`src/rtl/control_fsm_param.sv`:
```
// rtl/control_fsm_param.sv - parametrised instruction sequencer (step counter, IR, control decode)
//
// Ports:
//   clock_tb   in   system clock, rising edge
//   resetn_tb  in   asynchronous active-low reset
//   run        in   start request, sampled in T0
//   din        in   instruction word, loaded into ir when ir_en=1
//   g_nz       in   G register non-zero flag (MVNZ condition)
//   ir         out  latched instruction {opcode, rx, ry}
//   step       out  current step, 0=T0 .. 3=T3
//   ir_en      out  IR load strobe
//   rin        out  one-hot register write enable
//   rout       out  register index driven onto the bus
//   rout_en    out  bus source = register
//   din_en     out  bus source = din
//   gout       out  bus source = G
//   dout_en    out  capture bus to output port
//   ain        out  load A
//   gin        out  load G
//   alu_op     out  00 add, 01 sub, 10 and
//   done       out  last step of the instruction
//   illegal    out  undefined opcode or register index out of range
//
// Build option: CU_MVNZ_EN enables opcode 110 as MVNZ; otherwise 110 is illegal.

module control_fsm_param #(
    parameter  int NUM_REGS  = 8,
    parameter  int REG_SEL_W = 3,
    parameter  int OPCODE_W  = 3,
    localparam int IR_W      = OPCODE_W + 2 * REG_SEL_W
) (
    input  logic                 clock_tb,
    input  logic                 resetn_tb,
    input  logic                 run,
    input  logic [IR_W-1:0]      din,
    input  logic                 g_nz,
    output logic [IR_W-1:0]      ir,
    output logic [1:0]           step,
    output logic                 ir_en,
    output logic [NUM_REGS-1:0]  rin,
    output logic [REG_SEL_W-1:0] rout,
    output logic                 rout_en,
    output logic                 din_en,
    output logic                 gout,
    output logic                 dout_en,
    output logic                 ain,
    output logic                 gin,
    output logic [1:0]           alu_op,
    output logic                 done,
    output logic                 illegal
);

    localparam logic [1:0] T0 = 2'd0;
    localparam logic [1:0] T1 = 2'd1;
    localparam logic [1:0] T2 = 2'd2;
    localparam logic [1:0] T3 = 2'd3;

    localparam logic [2:0] OP_MV   = 3'b000;
    localparam logic [2:0] OP_MVI  = 3'b001;
    localparam logic [2:0] OP_ADD  = 3'b010;
    localparam logic [2:0] OP_SUB  = 3'b011;
    localparam logic [2:0] OP_MVO  = 3'b100;
    localparam logic [2:0] OP_AND  = 3'b101;
    localparam logic [2:0] OP_MVNZ = 3'b110;

    // One extra bit so NUM_REGS == 2**REG_SEL_W is representable.
    localparam logic [REG_SEL_W:0] REG_LIMIT = (REG_SEL_W + 1)'(NUM_REGS);

    logic [2:0]           opcode;
    logic [REG_SEL_W-1:0] rx;
    logic [REG_SEL_W-1:0] ry;
    logic                 rx_bad;
    logic                 ry_bad;
    logic                 is_alu;
    logic                 bad_instr;

    assign opcode = ir[IR_W-1 -: 3];
    assign rx     = ir[2*REG_SEL_W-1 -: REG_SEL_W];
    assign ry     = ir[REG_SEL_W-1:0];
    assign rx_bad = ({1'b0, rx} >= REG_LIMIT);
    assign ry_bad = ({1'b0, ry} >= REG_LIMIT);
    assign is_alu = (opcode == OP_ADD) || (opcode == OP_SUB) || (opcode == OP_AND);

`ifndef CU_MVNZ_EN
    // g_nz only matters for MVNZ; keep the port but mark it intentionally idle.
    logic g_nz_unused;
    assign g_nz_unused = g_nz;
`endif

    function automatic logic [NUM_REGS-1:0] onehot(input logic [REG_SEL_W-1:0] idx);
        onehot = NUM_REGS'(1) << idx;
    endfunction

    // An instruction is rejected if the opcode is undefined or any register
    // field it actually uses points past the register file.
    always_comb begin
        bad_instr = 1'b0;
        case (opcode)
            OP_MV:            bad_instr = rx_bad | ry_bad;
            OP_MVI, OP_MVO:   bad_instr = rx_bad;
            OP_ADD, OP_SUB,
            OP_AND:           bad_instr = rx_bad | ry_bad;
`ifdef CU_MVNZ_EN
            OP_MVNZ:          bad_instr = rx_bad | ry_bad;
`endif
            default:          bad_instr = 1'b1;
        endcase
    end

    always_ff @(posedge clock_tb or negedge resetn_tb) begin
        if (!resetn_tb) begin
            step <= T0;
            ir   <= '0;
        end else if (step == T0) begin
            if (run) begin
                ir   <= din;
                step <= T1;
            end
        end else if (done) begin
            step <= T0;
        end else begin
            step <= step + 2'd1;
        end
    end

    always_comb begin
        ir_en   = 1'b0;
        rin     = '0;
        rout    = '0;
        rout_en = 1'b0;
        din_en  = 1'b0;
        gout    = 1'b0;
        dout_en = 1'b0;
        ain     = 1'b0;
        gin     = 1'b0;
        alu_op  = 2'b00;
        done    = 1'b0;
        illegal = 1'b0;
        case (step)
            T0: begin
                // step/ir are already cleared during reset; only ir_en follows run directly.
                ir_en = run & resetn_tb;
            end
            T1: begin
                if (bad_instr) begin
                    illegal = 1'b1;
                    done    = 1'b1;
                end else begin
                    case (opcode)
                        OP_MV: begin
                            rout    = ry;
                            rout_en = 1'b1;
                            rin     = onehot(rx);
                            done    = 1'b1;
                        end
                        OP_MVI: begin
                            din_en = 1'b1;
                            rin    = onehot(rx);
                            done   = 1'b1;
                        end
                        OP_MVO: begin
                            rout    = rx;
                            rout_en = 1'b1;
                            dout_en = 1'b1;
                            done    = 1'b1;
                        end
`ifdef CU_MVNZ_EN
                        OP_MVNZ: begin
                            if (g_nz) begin
                                rout    = ry;
                                rout_en = 1'b1;
                                rin     = onehot(rx);
                            end
                            done = 1'b1;
                        end
`endif
                        default: begin
                            // ALU ops: first operand into A.
                            rout    = rx;
                            rout_en = 1'b1;
                            ain     = 1'b1;
                        end
                    endcase
                end
            end
            T2: begin
                if (is_alu) begin
                    rout    = ry;
                    rout_en = 1'b1;
                    gin     = 1'b1;
                    case (opcode)
                        OP_SUB:  alu_op = 2'b01;
                        OP_AND:  alu_op = 2'b10;
                        default: alu_op = 2'b00;
                    endcase
                end else begin
                    // Unreachable for well-formed sequencing; retire to T0.
                    done = 1'b1;
                end
            end
            default: begin
                if (is_alu) begin
                    gout = 1'b1;
                    rin  = onehot(rx);
                end
                done = 1'b1;
            end
        endcase
    end

endmodule
```
`config.mk`:
```
export PLATFORM = sky130hd
export DESIGN_NAME = control_fsm_param
export DESIGN_NICKNAME = d
export VERILOG_FILES = /design/src/rtl/control_fsm_param.sv
export SDC_FILE = /design/constraint.sdc
export NUM_CORES = 1
export LEC_CHECK = 0
export BUFFER_PORTS_ARGS = -buffer_cell sky130_fd_sc_hd__buf_2
export CAP_MARGIN = 20
export CORE_ASPECT_RATIO = 1.2
export CORE_MARGIN = 1.5
export CORE_UTILIZATION = 44
export CTS_CLUSTER_SIZE = 14
export DETAILED_ROUTE_END_ITERATION = 10
export GPL_TIMING_DRIVEN = 0
export PLACE_DENSITY = 0.83
export SYNTH_ARGS = -nofsm -noshare
export SYNTH_HDL_FRONTEND = slang
export SYNTH_SLANG_ARGS = --single-unit
```
`constraint.sdc`:
```
create_clock -name clock_tb -period 1.8 [get_ports clock_tb]
set_input_delay 0.18 -clock clock_tb [delete_from_list [all_inputs] [get_ports clock_tb]]
set_output_delay 0.18 -clock clock_tb [all_outputs]
set_load 0.005 [all_outputs]
```
Word-level counts from Yosys, hierarchy flattened
Cells that the tools add are included.
{ "totals": {"reg_bits": 11, "out_inout_bits": 33, "elab_cells": 59} }
{ "op_classes": {"add_sub_neg": 1, "eq_ne": 8, "shifts": 1, "n_mux": 36, "bitwise": 1, "n_reduce_logical": 10} }
{ "ops": {"columns": ["operator", "n"], "rows": [
  ["8-bit 2-to-1 mux", 3],
  ["1-bit 2-to-1 mux", 20],
  ["8-bit case mux with 2 select lines", 1],
  ["3-bit case mux with 2 select lines", 2],
  ["2-bit 2-to-1 mux", 5],
  ["1-bit by 3-bit << shifter with 8-bit output (first input constant)", 1],
  ["3-bit by 2-bit == test with 1-bit output (second input constant)", 2],
  ["3-bit == test (second input constant)", 2],
  ["3-bit 2-to-1 mux", 2],
  ["3-bit OR reduction", 2],
  ["6-bit OR reduction", 1],
  ["2-bit case mux with 2 select lines", 1],
  ["2-bit OR reduction", 2],
  ["3-bit by 1-bit == test with 1-bit output (second input constant)", 1],
  ["3-bit zero test", 1],
  ["1-bit case mux with 3 select lines", 1],
  ["2-bit by 1-bit adder with 2-bit output (second input constant)", 1],
  ["2-bit by 1-bit == test with 1-bit output (second input constant)", 1],
  ["2-bit == test (second input constant)", 1],
  ["2-bit zero test", 1],
  ["1-bit logical OR", 2],
  ["2-bit inequality test (second input constant)", 1],
  ["1-bit case mux with 2 select lines", 1],
  ["2-bit AND reduction", 1],
  ["1-bit bitwise AND", 1]
]} }

Depth between registers and ports, before layout
Gate-level depths: netlist of the first run.
{ "depth": {"depth_word": 7, "mapped_depth": 6} }

Worst setup path before layout of the first run
OpenSTA, ideal clock, no wires.
{ "synth_path": {"path_kind": "reg2out", "start": "reg step[0]", "end": "out rin[5]", "arrival_time_ns": 1.409, "required_time_ns": 1.620, "setup_slack_ns": 0.211, "path_stages_with_launch": 5, "cell_sequence": "dfrtp_1 -> ha_1 -> nor4b_4 -> a211oi_4 -> nor4bb_1"} }
{ "synth_between": {"elab_chain_cells": 3} }
{ "synth_lines": {"columns": ["element", "line", "text"], "rows": [
  ["start, declared", "38", "output logic [1:0] step,"],
  ["start signal, assigned", "122", "step <= step + 2'd1;"],
  ["2-bit == test / 2-bit zero test (equally long branches)", "139", "case (step)"],
  ["2-bit OR reduction (no source line)", null, null],
  ["8-bit case mux with 2 select lines *", "139", null],
  ["end, declared", "40", "output logic [NUM_REGS-1:0] rin,"]
]} }
Every way passes the cells marked *; elsewhere a longest branch is shown, timed or not.

Final worst setup path of the first run
Ends and elaborated chain as after synthesis.

==> impl_results.md, run 1 <==
* Status: complete, but fails checks
* Failing checks: setup timing
* Max Fclk at a little under 500 MHz
* End of the critical path: rin[5]
* Flops & latches, synth at 11
* Worst min path class: input pin to flop
* Mapped Area at about 870 um^2
* Die X at around 44 um
* Synth Flop Type: dfrtp_1
* Vias at 950
* YS warnings at 0
* Setup ws final at -235 ps
* WHS at around 130 ps
* Clock Sink Count at 11
* Synth Area in Compound Gates at 0.115
* Crit path from: step[0]$_DFFE_PN0P_
* Ys async rst share at 1.00
* Largest net degree at the start of global routing at 13
* Fin crit period at 2030 ps
* Cells after Synth at between 80 and 90
* Overall Power at approximately 2.7 mW
* Internal power at roughly 1.5 mW
* Final ANT Viol Nets at 0
* Final setup viols at 12
* Final period utilization at 1.13
* Worst R2R End: ir[7]$_DFFE_PN0P_
* P&R area growth vs syn at 62.3%
* Logic pwr share at 0.735
* DRT Pass-1 Iters at 4
* Die area at between 2000 and 2500 um^2
* CTS max path bufs at 2
* Fillers at ~120
* Post-Synth Simple-Gate Area at 0.316
* Relative slew slack at 0.692
* Core area at 1850 um^2
* Worst Setup Start Kind: flop
* Depth of the CTS H-tree at 1
* DR DRC count at 0
* Crit Path Class: flop to output port
* RSZ-0062 raised after global routing: yes
* Routed wire length at 2680 um
* Leakage power total at 0.693 nW
* Num ports at between 40 and 50
* Clock share of power at 0.066
* MaxCap Viol Count at 0
* Routability cong. at a little under 0.8
* Total grt overflow at 0
* Setup TNS at -2060 ps
* Synth cell types at 37
* Sw Pwr at between 1 and 1.5 mW
* Register area share after synthesis at 0.317
* Fin cells at ~170
* Layout Utilization at 0.761
* Endpoint type of the worst setup path: output port
* Required @ worst endpoint at 1620 ps
* Post-synth EDFFs at 0
* Initial drt markers at 29
* Routed len/inst at 15.7 um
* Post-synthesis xor/xnor area fraction at 0.0101
* Number of global-route vias before repair at between 800 and 900
* Final Hold Viols at 0
* CP Max Fanout at 8
* Worst-path clk slew at about 70 ps
* Switch share at 0.429
* Die height at roughly 52 um
* CTS tree: yes
* Vias per cell at about 5.6
* Worst Tran Pin Value at approximately 460 ps
* Synth Area in Adders at 0.0577
* Reg-to-Reg Start: step[1]$_DFFE_PN0P_
* Final worst clock skew at about 0.35 ps
* Clk_lat worst skew at 270 ps
* Mux cell area share after synthesis at 0.117
* Mean post-synth cell area at a little under 10 um^2
* First-pass GRT wire length at 4010 um
* Final antenna diode count at 0
* Root Driver: clkbuf_4
* Worst IR Drop VDD at 1260 uV
* Register share of total power at 0.200
* Critical Path AT at ~1900 ps
* GRT Resource Usage Total at 0.243
* Dpl cells at 151
* PD cells at 1910 nW/um^2
* Worst Reg-to-Reg Cells at 5
* DPL Wire Length at roughly 1600 um
* Slew Viols, Final at 0
* Share of layout cells above drive strength 1 at 0.645
* Main combinational cell family by area after synthesis: simple AND/OR/NAND/NOR gates
* Cts bufs inserted at 3
* # rows at 17
* IO buf count at 44
* Synthesized net count at 105
* Nets@finish at 170
* Initial antenna violation count at 0
* Flop-to-flop setup slack at between 150 and 200 ps
* Starting density of the core at 0.469
-- worst min-delay path by stage --
stage	to	cells past startpoint	startpoint
global route	ir[8]$_DFFE_PN0P_	2	din[8]
floorplan	ir[0]$_DFFE_PN0P_	0	resetn_tb
CTS	ir[6]$_DFFE_PN0P_	2	din[6]
global placement	ir[2]$_DFFE_PN0P_	1	resetn_tb
detailed placement	ir[6]$_DFFE_PN0P_	1	resetn_tb
finish	ir[6]$_DFFE_PN0P_	2	din[6]
-- through the flow --
step | cell area, um^2 | worst slack [ps]
2_1_floorplan | 867 | 211
3_3_place_gp | 1110 | 17.5
3_5_place_dp | 1110 | -20.8
4_1_cts | 1270 | -180
5_1_grt | 1410 | -300
6_report | 1410 | -235
-- layer usage --
layer / GRT usage / part of all wire
met2: 0.438 / 0.54
met1: 0.274 / 0.40
met4: 0.141 / 0.025
met5: 0 / 0
met3: 0.0208 / 0.040
-- layout make-up --
cell class	count	area, um^2	area share
Sequential cell	11	279	0.198
Inverter	4	15.0	0.0107
Timing Repair Buffer	60	350	0.249
Tap cell	19	23.8	0.0169
Clock buffer	4	26.3	0.0187
Buffer	7	67.6	0.0480
Multi-Input combinational cell	66	646	0.459
-- power by group through the flow --
stage	registers, mW	logic, mW	clock network [mW]
after CTS	0.513	1.58	0.174
after global placement	0.505	1.22	0
final	0.537	1.97	0.176
after global routing	0.564	2.13	0.185
after floorplan	0.503	0.858	0
after detailed placement	0.512	1.27	0
-- cell usage in the layout, fill, tap and decap left out, types with 2 or more instances in the layout --
master / synthesis / layout
buf_2: 0 / 44
inv_1: 4 / 3
nor4b_4: 1 / 2
and3b_1: 2 / 2
and2_1: 4 / 3
buf_4: 0 / 13
o21ai_1: 1 / 2
dfrtp_1: 11 / 8
buf_6: 2 / 3
nor2_1: 2 / 2
nor4b_2: 0 / 2
buf_1: 3 / 3
o211ai_1: 2 / 2
ha_4: 0 / 3
nor3_1: 2 / 2
nand2b_1: 2 / 2
mux2_2: 9 / 9
nand2_1: 5 / 5
clkbuf_4: 0 / 3
dfrtp_2: 0 / 3
and3_1: 5 / 5
buf_8: 0 / 3
nand4_1: 2 / 2
nand3_1: 2 / 2
-- worst max-delay path, stage by stage (launching register included) --
cell and delay [ps]:
dfrtp_2 450, ha_2 250, and3b_1 220, a211oi_4 390
nor4bb_1 120, buf_2 150
-- what timing repair did --
| action | in CTS | in global routing |
|---|---|---|
| pin swaps | 6 | 5 |
| hold buffers | 1 | 0 |
| setup buffers | 7 | 8 |
| gates resized for setup | 21 | 14 |
| endpoints found under the setup margin | 13 | 17 |
| endpoints found under the hold margin | 11 | 0 |
-- Yosys cell counts, types with 3 or more instances --
cell type / instances / area, um^2
and2_1: 4 / 25.0
and3_1: 5 / 31.3
buf_1: 3 / 11.3
dfrtp_1: 11 / 275
ha_1: 4 / 50.1
inv_1: 4 / 15.0
mux2_2: 9 / 101
nand2_1: 5 / 18.8
nor4b_1: 4 / 35.0
o21ai_0: 3 / 15.0
-- sequential cells by signal (all words and copies together) (netlist names) --
signal	count
ir	9
step	2
-- cell families (layout without fill, tap and decap cells) --
logic type / after synthesis / count (layout)
simple gates: 39 / 39
compound gates: 13 / 13
flops: 11 / 11
buf+inv: 11 / 75
mux: 9 / 9
fa+ha+maj: 4 / 4
xor+xnor: 1 / 1
Note: power is estimated with default switching activity, not from simulation.
==> run 2, diff against run 1 <==
Settings changed: CORE_UTILIZATION 44 to 46, CTS_BUF_LIST set to sky130_fd_sc_hd__clkbuf_8, HOLD_SLACK_MARGIN set to 0.02, PLACE_DENSITY 0.83 to 0.86.
==> run 2 against run 1 <==
Compared with the run above:
- the run still ends with setup timing left
- routed wire length is 2.9% lower
- critical path type unchanged
- maximum frequency is 3.5% higher
- via count is 1.9% lower
- cell count is 3.5% lower
- power is 8.0% lower
- clock skew is 3.7 ps higher
==> impl_results.md, run 2 (same netlist as run 1, synthesis figures left out) <==
* Biggest register: ir
* Hold path start: din[0]
* Die height at 50.6 um (-2.1%)
* Cts bufs inserted at 3 (unchanged)
* Final antenna diode count at 0 (unchanged)
* Vias at 932 (-1.9%)
* Relative slew slack at 0.711 (+0.0183)
* Multi-input logic area at 622 um^2 (-3.7%)
* Final Hold Viols at 0 (unchanged)
* Fin crit period at 1970 ps (-69.1 ps)
* DRT Pass-1 Iters at 4 (unchanged)
* Final worst clock skew at 4.03 ps (+3.68 ps)
* Status: complete, but fails checks
* Initial drt markers at 6 (-79%)
* Regs by FF count: ir (9), step (2)
* # rows at 17 (unchanged)
* Clk_lat worst skew at 240 ps (-30 ps)
* RSZ-0062 raised after global routing: yes
* Placed inst area at 1110 um^2 (unchanged)
* Depth of the CTS H-tree at 1 (unchanged)
* Die area at 2160 um^2 (-4.1%)
* Failing checks: setup timing
* Fillers at 118 (-0.84%)
* Layout Utilization at 0.741 (-0.0195)
* Routed wire length at 2600 um (-2.9%)
* Max FFs per register at 9 (unchanged)
* First-pass GRT wire length at 3770 um (-6.0%)
* Crit path from: step[0]$_DFFE_PN0P_
* Nets@finish at 164 (-3.5%)
* Worst min path class: input pin to flop
* Required @ worst endpoint at 1620 ps (about the same)
* Share of layout cells above drive strength 1 at 0.603 (-0.0420)
* Final period utilization at 1.09 (-0.0384)
* Max Fclk at 509 MHz (+3.5%)
* Final setup viols at 13 (+1)
* CP Max Fanout at 8 (unchanged)
* P&R area growth vs syn at 54.5%
* IO buf count at 44 (unchanged)
* FF/Latch Area at 278 um^2 (-0.45%)
* Final instance area at 1340 um^2 (-4.8%)
* Root Driver: clkbuf_8
* Crit Path Class: flop to output port
* Vias per cell at 5.65 (+1.7%)
* DPL Wire Length at 1600 um (+0.23%)
* Setup ws final at -166 ps (+69.1 ps)
* Starting density of the core at 0.480 (+0.0110)
* Initial antenna violation count at 0 (unchanged)
* Max incr delay on CP at 440 ps (about the same)
* Slew Viols, Final at 0 (unchanged)
* DR DRC count at 0 (unchanged)
* WHS at 168 ps (+35.0 ps)
* Critical Path AT at 1790 ps (-60 ps)
* Leading cell type in the layout, fill and taps excluded: buf_2
* Cell chain of the critical path: ha_4 -> nor4b_4 -> a211oi_4 -> nor4bb_2 -> buf_2
* Number of global-route vias before repair at 857 (-1.7%)
* Num ports at 46 (unchanged)
* Slowest CP cell: dfrtp_2
* GRT Resource Usage Total at 0.231 (-0.0121)
* Clock Sink Count at 11 (unchanged)
* MaxCap Viol Count at 0 (unchanged)
* Endpoint type of the worst setup path: output port
* Die X at 42.6 um (-2.0%)
* Routability cong. at 0.797 (+3.5%)
* Worst-path clk slew at 50 ps (-20 ps)
* Core area at 1810 um^2 (-2.3%)
* Worst Setup Start Kind: flop
* Final ANT Viol Nets at 0 (unchanged)
* Worst Tran Pin Value at 433 ps (-27.4 ps)
* Worst IR Drop VDD at 1380 uV (+9.5%)
* CTS tree: yes
* Largest net degree at the start of global routing at 13 (unchanged)
* Routed len/inst at 15.8 um (+0.62%)
* PD cells at 1850 nW/um^2 (-3.4%)
* CTS max path bufs at 2 (unchanged)
* Total grt overflow at 0 (unchanged)
* Leakage power total at 0.669 nW (-3.5%)
* Most frequent cells in the layout: 45 x buf_2, 9 x mux2_2, 9 x dfrtp_1
* Reg-to-Reg Start: step[0]$_DFFE_PN0P_
run 2: cell types whose count changed in the layout (fill, tap and decap cells not counted), moves of 2 or more:
cell      before  now
o21ai_0        1    3
buf_8          3    0
clkbuf_8       0    5
clkbuf_4       3    0
buf_4         13    8
run 2: routing by layer:
metal | GRT usage | vias up | wire length (um)
met5 | 0 | - | 0
met4 | 0.104 | 0 | 65
met3 | 0.0504 | 7 | 168
met2 | 0.399 | 39 | 1330
met1 | 0.266 | 441 | 1040
li1 | - | 445 | -
run 2: per-stage QoR:
step	setup WS [ps]	cells	power, mW	TNS (ps)
final	-166	165	2.47	-1470
after floorplan	211	88	1.36	0
after global routing	-232	165	2.63	-2450
after detailed placement	-18.0	151	1.79	-18.0
after CTS	-131	160	2.25	-1060
after global placement	22.2	151	1.72	0
run 2: final cells by class:
| type | count | share of cell area |
|---|---|---|
| clock buffers | 3 | 0.0308 |
| well taps | 19 | 0.0177 |
| flip-flops and latches | 11 | 0.207 |
| inverters | 4 | 0.0112 |
| plain buffers | 7 | 0.0458 |
| repair buffers | 54 | 0.220 |
| clock inverters | 1 | 0.00280 |
| multi-input cells | 66 | 0.464 |
run 2: critical path, delay by kind of cell (launching register included):
| kind | cells | cell delay [ps] |
|---|---|---|
| AOI/OAI and AO/OA | 1 | 110 |
| adders and majority gates | 1 | 190 |
| buffers and inverters | 1 | 170 |
| DFF | 1 | 440 |
| and+or+nand+nor | 2 | 620 |
run 2: power breakdown:
part	total (mW)	leakage (nW)	internal, mW	switching [mW]
combinational	1.69	0.513	0.858	0.833
sequential	0.531	0.129	0.378	0.152
clock	0.251	0.0269	0.150	0.100
total	2.47	0.669	1.39	1.09
run 2: path summary, 6_finish.rpt:
path / end / slack (ps) / cells after the start
max: rin[3] / -170 / 5
max reg2reg: step[0]$_DFFE_PN0P_ / 240 / 6
min: ir[0]$_DFFE_PN0P_ / 170 / 2
min in group asynchronous: ir[3]$_DFFE_PN0P_ / 340 / 2
min reg2reg: ir[2]$_DFFE_PN0P_ / 560 / 1
max in group asynchronous: ir[7]$_DFFE_PN0P_ / 1210 / 2
run 2: what timing repair did:
item / in CTS / in global routing
gates cloned: 0 / 1
endpoints found under the hold margin: 11 / 0
pin swaps: 1 / 5
endpoints found under the setup margin: 13 / 16
buffers inserted: 4 / 4
gates resized for setup: 15 / 8
hold buffers: 1 / 0
==> run 3, diff against run 2 <==
Settings changed: CORE_UTILIZATION 46 to 40, PLACE_DENSITY 0.86 to 0.76.
Clock period 1.8 ns to 2.4 ns, I/O delays scaled along.
==> run 3 against run 2 <==
Compared with the run above:
- the flow now finishes without violations
- count of clock-buffer cells in the layout stayed put
- power down 38%
- register-to-register slack gained 550 ps
- sequential power decreased by 28%
- utilization down 17 points
- critical path type unchanged
- largest cell class unchanged
- highest routed layer unchanged
==> impl_results.md, run 3 (same netlist as run 1, synthesis figures left out) <==
* Slowest CP cell: dfrtp_1
* Crit path depth at 6 (+1)
* Reg-to-Reg Start: step[0]$_DFFE_PN0P_
* GRT Resource Usage Total at 0.188 (-0.0426)
* Vias per cell at 5.10 (-9.7%)
* Worst R2R End: ir[5]$_DFFE_PN0P_
* Fin crit period at about 2200 ps
* Place WS at 490 ps (+508 ps)
* CP Max Fanout at 10 (+2)
* # rows at 18 (+1)
* CP Buf/Inv Count at 3 (+2)
* Clk_lat worst skew at 240 ps (about the same)
* Depth of the CTS H-tree at 1 (unchanged)
* Crit-path leading delay family: buffers and inverters
* RSZ-0062 raised after global routing: no
* Worst-path clk slew at 50 ps (about the same)
* Number of global-route vias before repair at 742 (-13%)
* Initial antenna violation count at 0 (unchanged)
* WHS Endpoint: ir[6]$_DFFE_PN0P_
* PD cells at 1290 nW/um^2 (-30%)
* Critical Path AT at 1940 ps (+150 ps)
* Max Fclk at about 460 MHz
* Setup ws final at 222 ps (+388 ps)
* Final Hold Viols at 0 (unchanged)
* Worst Tran Pin Value at 404 ps (-28.6 ps)
* Relative slew slack at 0.728 (+0.0177)
* Overall Power at 1.53 mW (-38%)
* Required @ worst endpoint at 2160 ps (+540 ps)
* Layout Utilization at 0.576 (-0.165)
* First-pass GRT wire length at 3340 um (-11%)
* Share of layout cells above drive strength 1 at 0.460 (-0.143)
* CTS max path bufs at 2 (unchanged)
* Root Driver: clkbuf_8
* Most frequent cells in the layout: 44 x buf_2, 11 x dfrtp_1, 9 x mux2_2
* Crit Path Class: flop to output port
* P&R area growth vs syn at 36.1%
* Final worst clock skew at 4.33 ps (+0.304 ps)
* FF/Latch Area at 275 um^2 (-0.90%)
* Die height at 54 um (+6.8%)
* Fin cells at 167 (+1.2%)
* Clock Sink Count at 11 (unchanged)
* Final ANT Viol Nets at 0 (unchanged)
* Worst IR Drop VDD at 675 uV (-51%)
* Starting density of the core at 0.423 (-0.0565)
* Max incr delay on CP at 430 ps (about the same)
* DRT Pass-1 Iters at 4 (unchanged)
* Total grt overflow at 0 (unchanged)
* Met2 Use GR at 0.319 (-0.0797)
* Placed inst area at 1120 um^2 (+1.2%)
* Final instance area at 1180 um^2 (-12%)
* Final setup viols at 0 (-13)
* Cts bufs inserted at 3 (unchanged)
* Final period utilization at 0.907
* DPL Wire Length at 1610 um (+0.69%)
* CTS resizes at 0 (-15)
* Cell chain of the critical path: inv_1 -> ha_1 -> clkbuf_1 -> o21ai_0 -> a221oi_1 -> buf_2
* MaxCap Viol Count at 0 (unchanged)
* Vias at 852 (-8.6%)
* Fillers at 196 (+66%)
* WHS at 231 ps (+62.2 ps)
* CTS tree: yes
* Nets@finish at 155 (-5.5%)
* Flop-to-flop setup slack at 790 ps (+550 ps)
* Biggest register: ir
* Largest net degree at the start of global routing at 13 (unchanged)
* Die X at 45.5 um (+6.7%)
* Routed wire length at 2120 um (-18%)
* Die area at 2460 um^2 (+14%)
* Setup TNS at 0 ps (+1470 ps)
* Worst Reg-to-Reg Cells at 4 (-2)
* Top Usage Layer GRT: met2
* Num ports at 46 (unchanged)
* Routed len/inst at 12.7 um (-19%)
* Worst hold path cell count at 2 (unchanged)
* IO buf count at 44 (unchanged)
* Initial drt markers at 10 (+4)
* Routability cong. at 0.762 (-4.4%)
* Worst min path class: input pin to flop
* Met3 usage at 0.0302 (-0.0202)
* Max FFs per register at 9 (unchanged)
* Dpl cells at 162 (+7.3%)
* Endpoint type of the worst setup path: output port
* Status: complete, no violations
* Worst Setup Start Kind: flop
* Final antenna diode count at 0 (unchanged)
* Regs by FF count: ir (9), step (2)
* Multi-input logic area at 534 um^2 (-14%)
* Leakage power total at 0.606 nW (-9.3%)
* Slew Viols, Final at 0 (unchanged)
* Hold path start: din[6]
* Core area at 2050 um^2 (+13%)
* DR DRC count at 0 (unchanged)
* GR Util met1 at 0.229 (-0.0373)
* Leading cell type in the layout, fill and taps excluded: buf_2
[run 3: changes by cell type in the layout (fill, tap and decap cells not counted), moves of 2 or more]
cell      previous run  this run
nor4b_1              2         4
dfrtp_2              2         0
clkbuf_8             5         3
dfrtp_1              9        11
ha_1                 0         4
ha_4                 3         0
buf_4                8         0
[run 3: layer usage]
metal / up-vias / routed length (um) / share of wire
met5: - / 0 / 0
met4: 0 / 25 / 0.012
met3: 2 / 137 / 0.065
met2: 29 / 1050 / 0.49
met1: 398 / 911 / 0.43
li1: 423 / - / -
[run 3: report_power, final]
part / total, mW / switching, mW / leakage [nW] / internal, mW
Sequential: 0.382 / 0.102 / 0.131 / 0.280
Combinational: 0.961 / 0.502 / 0.449 / 0.459
Clock: 0.184 / 0.0714 / 0.0269 / 0.112
Total: 1.53 / 0.676 / 0.606 / 0.851
[run 3: worst max path at each step]
stage	startpoint	to	slack, ps
after floorplan	step[0]$_DFFE_PN0P_	rin[5]	750
after global placement	step[0]$_DFFE_PN0P_	rout_en	520
after detailed placement	step[0]$_DFFE_PN0P_	rout_en	490
after CTS	step[0]$_DFFE_PN0P_	rout_en	230
after global routing	step[0]$_DFFE_PN0P_	rout_en	40
final	step[0]$_DFFE_PN0P_	rout_en	220
[run 3: layout make-up]
| cell class | count | area share |
|---|---|---|
| Multi-Input combinational cell | 66 | 0.453 |
| Sequential cell | 11 | 0.233 |
| Timing Repair Buffer | 45 | 0.195 |
| Buffer | 7 | 0.0361 |
| Clock buffer | 3 | 0.0350 |
| Tap cell | 30 | 0.0318 |
| Inverter | 4 | 0.0127 |
| Clock inverter | 1 | 0.00318 |
[run 3: worst reg2reg max path: stages (launching register included)]
cell and delay, ps:
dfrtp_1 430, inv_1 90, ha_1 260, nand2_1 340, mux2_2 390
[run 3: timing repair]
item                                   in CTS  in global routing
endpoints found under the hold margin      11                  0
hold buffers                                1                  0
buffers inserted                            0                  0
